## config.mk

```make
export PLATFORM = sky130hd
export DESIGN_NAME = div_unit
export DESIGN_NICKNAME = d
export VERILOG_FILES = /design/src/rtl/div_pkg.sv /design/src/rtl/div_step.sv /design/src/rtl/div_unit.sv
export SDC_FILE = /design/constraint.sdc
export NUM_CORES = 1
export LEC_CHECK = 0
export BUFFER_PORTS_ARGS = -buffer_cell sky130_fd_sc_hd__buf_2
export CORE_AREA = 5 5 186 188
export CTS_BUF_LIST = sky130_fd_sc_hd__clkbuf_16
export DETAILED_ROUTE_END_ITERATION = 8
export DIE_AREA = 0 0 191 193
export PLACE_DENSITY = 0.62
export SETUP_SLACK_MARGIN = 0.05
export SYNTH_ARGS = -nofsm -noshare
export SYNTH_HDL_FRONTEND = slang
export SYNTH_HIERARCHICAL = 1
export SYNTH_SLANG_ARGS = --single-unit
```

## constraint.sdc

```tcl
create_clock -name clk -period 6.3 [get_ports clk]
set_input_delay 0.63 -clock clk [delete_from_list [all_inputs] [get_ports clk]]
set_output_delay 0.63 -clock clk [all_outputs]
set_load 0.01 [all_outputs]
```

## src/rtl/div_pkg.sv

```systemverilog
// Shared types and constants for the multi-cycle integer divider.
package div_pkg;

    localparam int DIV_WIDTH  = 32;
    localparam int DIV_CYCLES = 32;
    localparam int DIV_CNT_W  = $clog2(DIV_CYCLES);

    typedef enum logic [1:0] {
        IDLE,
        DIVZERO,
        RUN,
        DONE
    } div_state_e;

endpackage

```

## src/rtl/div_step.sv

```systemverilog
// One restoring-division iteration: shift the next dividend bit into the
// partial remainder and subtract the divisor if it fits.
module div_step
    import div_pkg::*;
#(
    parameter int WIDTH = DIV_WIDTH
) (
    input  logic [WIDTH-1:0] partial_rem,
    input  logic             in_bit,
    input  logic [WIDTH-1:0] divisor,
    output logic [WIDTH-1:0] next_rem,
    output logic             q_bit
);

    logic [WIDTH:0]   shifted;
    logic [WIDTH-1:0] diff;

    // The partial remainder is always below the divisor, so the true
    // difference fits in WIDTH bits and the modular subtraction is exact.
    always_comb begin
        shifted  = {partial_rem, in_bit};
        diff     = shifted[WIDTH-1:0] - divisor;
        q_bit    = (shifted >= {1'b0, divisor});
        next_rem = q_bit ? diff : shifted[WIDTH-1:0];
    end

endmodule

```

## src/rtl/div_unit.sv

```systemverilog
// Multi-cycle radix-2 restoring divider for MIPS32 DIV/DIVU.
// result_o = {remainder, quotient}; signed results truncate toward zero and
// the remainder takes the dividend's sign. A zero divisor yields zero.
module div_unit
    import div_pkg::*;
#(
    parameter int WIDTH = DIV_WIDTH
) (
    input  logic               clk,
    input  logic               rst,
    input  logic               start_i,
    input  logic               signed_i,
    input  logic [WIDTH-1:0]   dividend_i,
    input  logic [WIDTH-1:0]   divisor_i,
    input  logic               cancel_i,
    output logic [2*WIDTH-1:0] result_o,
    output logic               ready_o,
    output logic               busy_o
);

    localparam int CNT_W = $clog2(WIDTH);
    localparam logic [CNT_W-1:0] LAST_CNT = CNT_W'(WIDTH - 1);

    div_state_e       state;
    div_state_e       next_state;
    logic [CNT_W-1:0] count;

    // Operand latches; dvd_q shifts dividend bits out the top while
    // quotient bits shift in at the bottom.
    logic [WIDTH-1:0] dvd_q;
    logic [WIDTH-1:0] dvs;
    logic [WIDTH-1:0] rem;
    logic             sgn;
    logic             dvd_neg;
    logic             dvs_neg;

    logic [WIDTH-1:0] step_rem;
    logic             step_q;
    logic [WIDTH-1:0] quot_next;
    logic [WIDTH-1:0] quot_fix;
    logic [WIDTH-1:0] rem_fix;
    logic             accept;
    logic             finish_run;
    logic             finish_zero;

    function automatic logic [WIDTH-1:0] abs_val(input logic [WIDTH-1:0] v,
                                                 input logic             is_signed);
        return (is_signed && v[WIDTH-1]) ? (~v + 1'b1) : v;
    endfunction

    function automatic logic [WIDTH-1:0] neg_if(input logic [WIDTH-1:0] v,
                                                input logic             neg);
        return neg ? (~v + 1'b1) : v;
    endfunction

    div_step #(.WIDTH(WIDTH)) u_step (
        .partial_rem (rem),
        .in_bit      (dvd_q[WIDTH-1]),
        .divisor     (dvs),
        .next_rem    (step_rem),
        .q_bit       (step_q)
    );

    assign quot_next   = {dvd_q[WIDTH-2:0], step_q};
    assign quot_fix    = neg_if(quot_next, sgn && (dvd_neg ^ dvs_neg));
    assign rem_fix     = neg_if(step_rem, sgn && dvd_neg);
    assign accept      = (state == IDLE) && (next_state == RUN);
    assign finish_run  = (state == RUN) && (next_state == DONE);
    assign finish_zero = (state == DIVZERO) && (next_state == DONE);

    assign busy_o  = (state == RUN) || (state == DIVZERO);
    assign ready_o = (state == DONE);

    // State register.
    always_ff @(posedge clk) begin
        if (rst) begin
            state <= IDLE;
        end else begin
            state <= next_state;
        end
    end

    // Next-state decode; cancel beats everything except reset.
    always_comb begin
        next_state = state;
        case (state)
            IDLE: begin
                if (cancel_i) begin
                    next_state = IDLE;
                end else if (start_i) begin
                    next_state = (divisor_i == '0) ? DIVZERO : RUN;
                end
            end
            DIVZERO: next_state = cancel_i ? IDLE : DONE;
            RUN: begin
                if (cancel_i) begin
                    next_state = IDLE;
                end else if (count == LAST_CNT) begin
                    next_state = DONE;
                end
            end
            DONE:    next_state = IDLE;
            default: next_state = IDLE;
        endcase
    end

    // Iteration counter and result register; result_o only changes when a
    // divide completes, so cancel leaves the previous result visible.
    always_ff @(posedge clk) begin
        if (rst) begin
            count    <= '0;
            result_o <= '0;
        end else begin
            if (accept) begin
                count <= '0;
            end else if (state == RUN && !cancel_i) begin
                count <= count + 1'b1;
            end
            if (finish_run) begin
                result_o <= {rem_fix, quot_fix};
            end else if (finish_zero) begin
                result_o <= '0;
            end
        end
    end

    // Datapath: latch magnitudes on acceptance, then one restoring step per
    // RUN cycle.
    always_ff @(posedge clk) begin
        if (accept) begin
            dvd_q   <= abs_val(dividend_i, signed_i);
            dvs     <= abs_val(divisor_i, signed_i);
            rem     <= '0;
            sgn     <= signed_i;
            dvd_neg <= dividend_i[WIDTH-1];
            dvs_neg <= divisor_i[WIDTH-1];
        end else if (state == RUN) begin
            rem   <= step_rem;
            dvd_q <= quot_next;
        end
    end

endmodule

```

==> results.yml <==
floorplan:
  initial_core_util_pct: 34.1
  chipHeight_um: 193
  std_cell_rows: 67
  core_area_mm2: 0.0329
  ios: 135
  die_x_um: 191
  die-area_mm2: 0.0369
clocking:
  h-tree-depth: 4
  insertion_delay_ns: 0.44
  clk_pin_slew_ns: 0.07
  cts_buffers: 17
  cts_setup_buffers: 0
  clockBufferDepth: 2
  cts_root_buffer: "clkbuf_16"
  cts_tree: "done"
  post_cts_resized: 0
  cts.sinks: 170
  postCtsHoldBufs: 0
yosys:
  synth-edff-count: 67
  synth_area_per_cell_um2: 8.82
  synth_area_leader_cell: "dfxtp_1"
  syn_nets: 1384
  synth-main-ff-cell: "dfxtp_1"
  synth_top_area_share_pct: 18.4
  yosys-top-cells-count: "139 x nor2_1, 103 x dfxtp_1, 102 x o21ai_0, 94 x nand2_1, 82 x a21oi_1"
  synthXorXnorAreaFrac_pct: 11.0
  synth.most_common_cell: "nor2_1"
  syn_inst: 1272
  synth_mux_area_share_pct: 6.10
  yosys-top-cells-area: "dfxtp_1 18%, edfxtp_1 18%, xor2_1 5.7%"
  synth_top_family_by_area: "compound AO/OA/AOI/OAI gates"
  synth_fa_ha_area_share_pct: 4.86
  yosys.area_share.simple_pct: 17.9
  ys_seq_area_share_pct: 36.3
  synth_area_mm2: 0.0112
  yosysUniqueCellTypes: 82
  async_reset_ff_share_pct: 0
  ys_seq_elements: 170
  synth_compound_area_share_pct: 19.3
  yosys_warnings: 6
placed_design:
  dpl.hpwl_um: 24200
  place.gp.congestion: 0.930
  portBuffers: 134
sta:
  finalSetupViolCount: 0
  fmax_ghz: 0.203
  holdWs_ns: 0.429
  fin_skew_ns: 0.0103
  maxSlewViolCount: 0
  fin_crit_sh_pct: 78.2
  rsz0062_at_grt: "no"
  worstMarginPinSlew_ns: 1.19
  finalCriticalPeriod_ns: 4.92
  relSlewSlack_pct: 20.3
  tns_ns: 0
  hold_violations: 0
min_path:
  hold_start: "divisor_i[0]"
  min_path_cells: 1
  min_to: "dvs[0]"
  hp-class: "in -> reg"
final_layout:
  fillers: 3358
  multi_input_area_mm2: 0.00667
  layout.nets: 1487
  regArea_mm2: 0.00407
  fin_util_pct: 38.8
  n_antenna_cell: 0
  area_delta_synth_final_pct: 13.9
  drive_above_1_share_pct: 15.7
route:
  vias_per_cell: 5.30
  route.met3.wl_um: 1570
  drt-initial-drc-count: 859
  maxUsedRoutingLayer: "met4"
  vias: 9727
  ant_nets: 0
  drc_errors: 0
  firstDrtPassIters: 5
  met2_length_um: 14200
  wl_per_cell_um: 17.3
  wl_met1_um: 15600
  finalWirelength_um: 31700
critical_path:
  rrSetupSlack_ns: 1.38
  cp_data_arrival_time_ns: 5.22
  path_class: "reg -> reg"
  rr_endpoint: "result_o[22]"
  worstPathRequired_ns: 6.59
  critPathMaxFanout: 18
  cp-start-kind: "flop"
  startpoint: "dvs[1]"
  reg2reg_from: "dvs[1]"
  end_kind: "flop"
  r2r_cells: 18
global_routing:
  grt_pass1_vias: 9148
  grt_usage_pct: 16.8
  grt_max_degree: 95
  grt_antenna_before_repair: 0
  grt_overflow: 0
  grt_pass1_wl_um: 49600
run:
  maxCapViolations: 0
power:
  p_per_area_mw_per_mm2: 204
  p_leak_nw: 5.10
  vdd_drop_max_mv: 0.167
run_status:
  status: "finished clean"
## power by group
group          switching, mW  internal (mW)  total, mW
Clock                  0.467          0.504      0.971
Sequential            0.0379           1.20       1.24
Combinational          0.254          0.150      0.404
## per-stage QoR
stage               area, um2  setup WS, ns  cells  power, mW
CTS                     12800          1.42   1836       2.63
global route            12800         0.995   1836       2.73
global placement        12300          1.57   1804       1.65
floorplan               11200          2.05   1272       1.53
finish                  12800          1.38   1836       2.61
detailed placement      12300          1.45   1804       1.66
## worst max-delay path, stage by stage, from the launching register on
cell and delay [ns]:
edfxtp_1 0.42, inv_1 0.09, ha_1 0.24, and2b_1 0.19
o2111ai_2 0.23, a31oi_4 0.16, a211oi_2 0.40, a211oi_2 0.16
nor3_4 0.36, or2_1 0.18, buf_4 0.29, inv_1 0.17
inv_1 0.10, ha_1 0.17, nor4b_1 0.47, nand4_1 0.43
o41ai_1 0.46, xor2_1 0.17, o21ai_0 0.08
## worst max-delay path by stage
stage | cells past startpoint | to
finish | 18 | result_o[22]
floorplan | 18 | result_o[61]
global route | 17 | result_o[22]
CTS | 18 | result_o[24]
global placement | 18 | result_o[22]
detailed placement | 18 | result_o[24]
## cells in the final DEF, fill, tap and decap left out, types with 26 or more instances in the layout
| master | n |
|---|---|
| nor4_1 | 29 |
| edfxtp_1 | 67 |
| o31ai_1 | 26 |
| mux2i_1 | 35 |
| a21oi_1 | 81 |
| xnor2_1 | 68 |
| nand2_1 | 94 |
| nor2_1 | 139 |
| dfxtp_1 | 103 |
| o21ai_0 | 102 |
| xor2_1 | 73 |
| buf_2 | 134 |
| inv_1 | 59 |
| ha_1 | 41 |
## state kept, by name (all words and copies together), names as in the netlist
| signal | count |
|---|---|
| result_o | 64 |
| dvd_q | 32 |
| sgn | 1 |
| state | 2 |
| dvs | 32 |
| dvs_neg | 1 |
| dvd_neg | 1 |
| count | 5 |
| rem | 32 |
## metal layers
| layer | up-vias | track usage, % |
|---|---|---|
| li1 | 4831 | - |
| met1 | 4614 | 24.4 |
| met2 | 247 | 26.1 |
| met3 | 35 | 3.04 |
| met4 | 0 | 3.84 |
| met5 | - | 0 |
## cells by family after synthesis
kind of cell,count (synthesis)
xor gates and xnor gates,141
DFF,170
adders and majority gates,43
and+or+nand+nor,405
muxes,58
AOI/OAI and AO/OA,337
buffers and inverters,118
## layout make-up
type	instances	share of cell area [%]
multi-input cells	984	52.1
inverters	57	1.67
clock buffers	17	3.33
repair buffers	145	5.89
well taps	448	4.38
flip-flops and latches	170	31.9
clock inverters	15	0.753
Power figures use the tool's default switching activity.
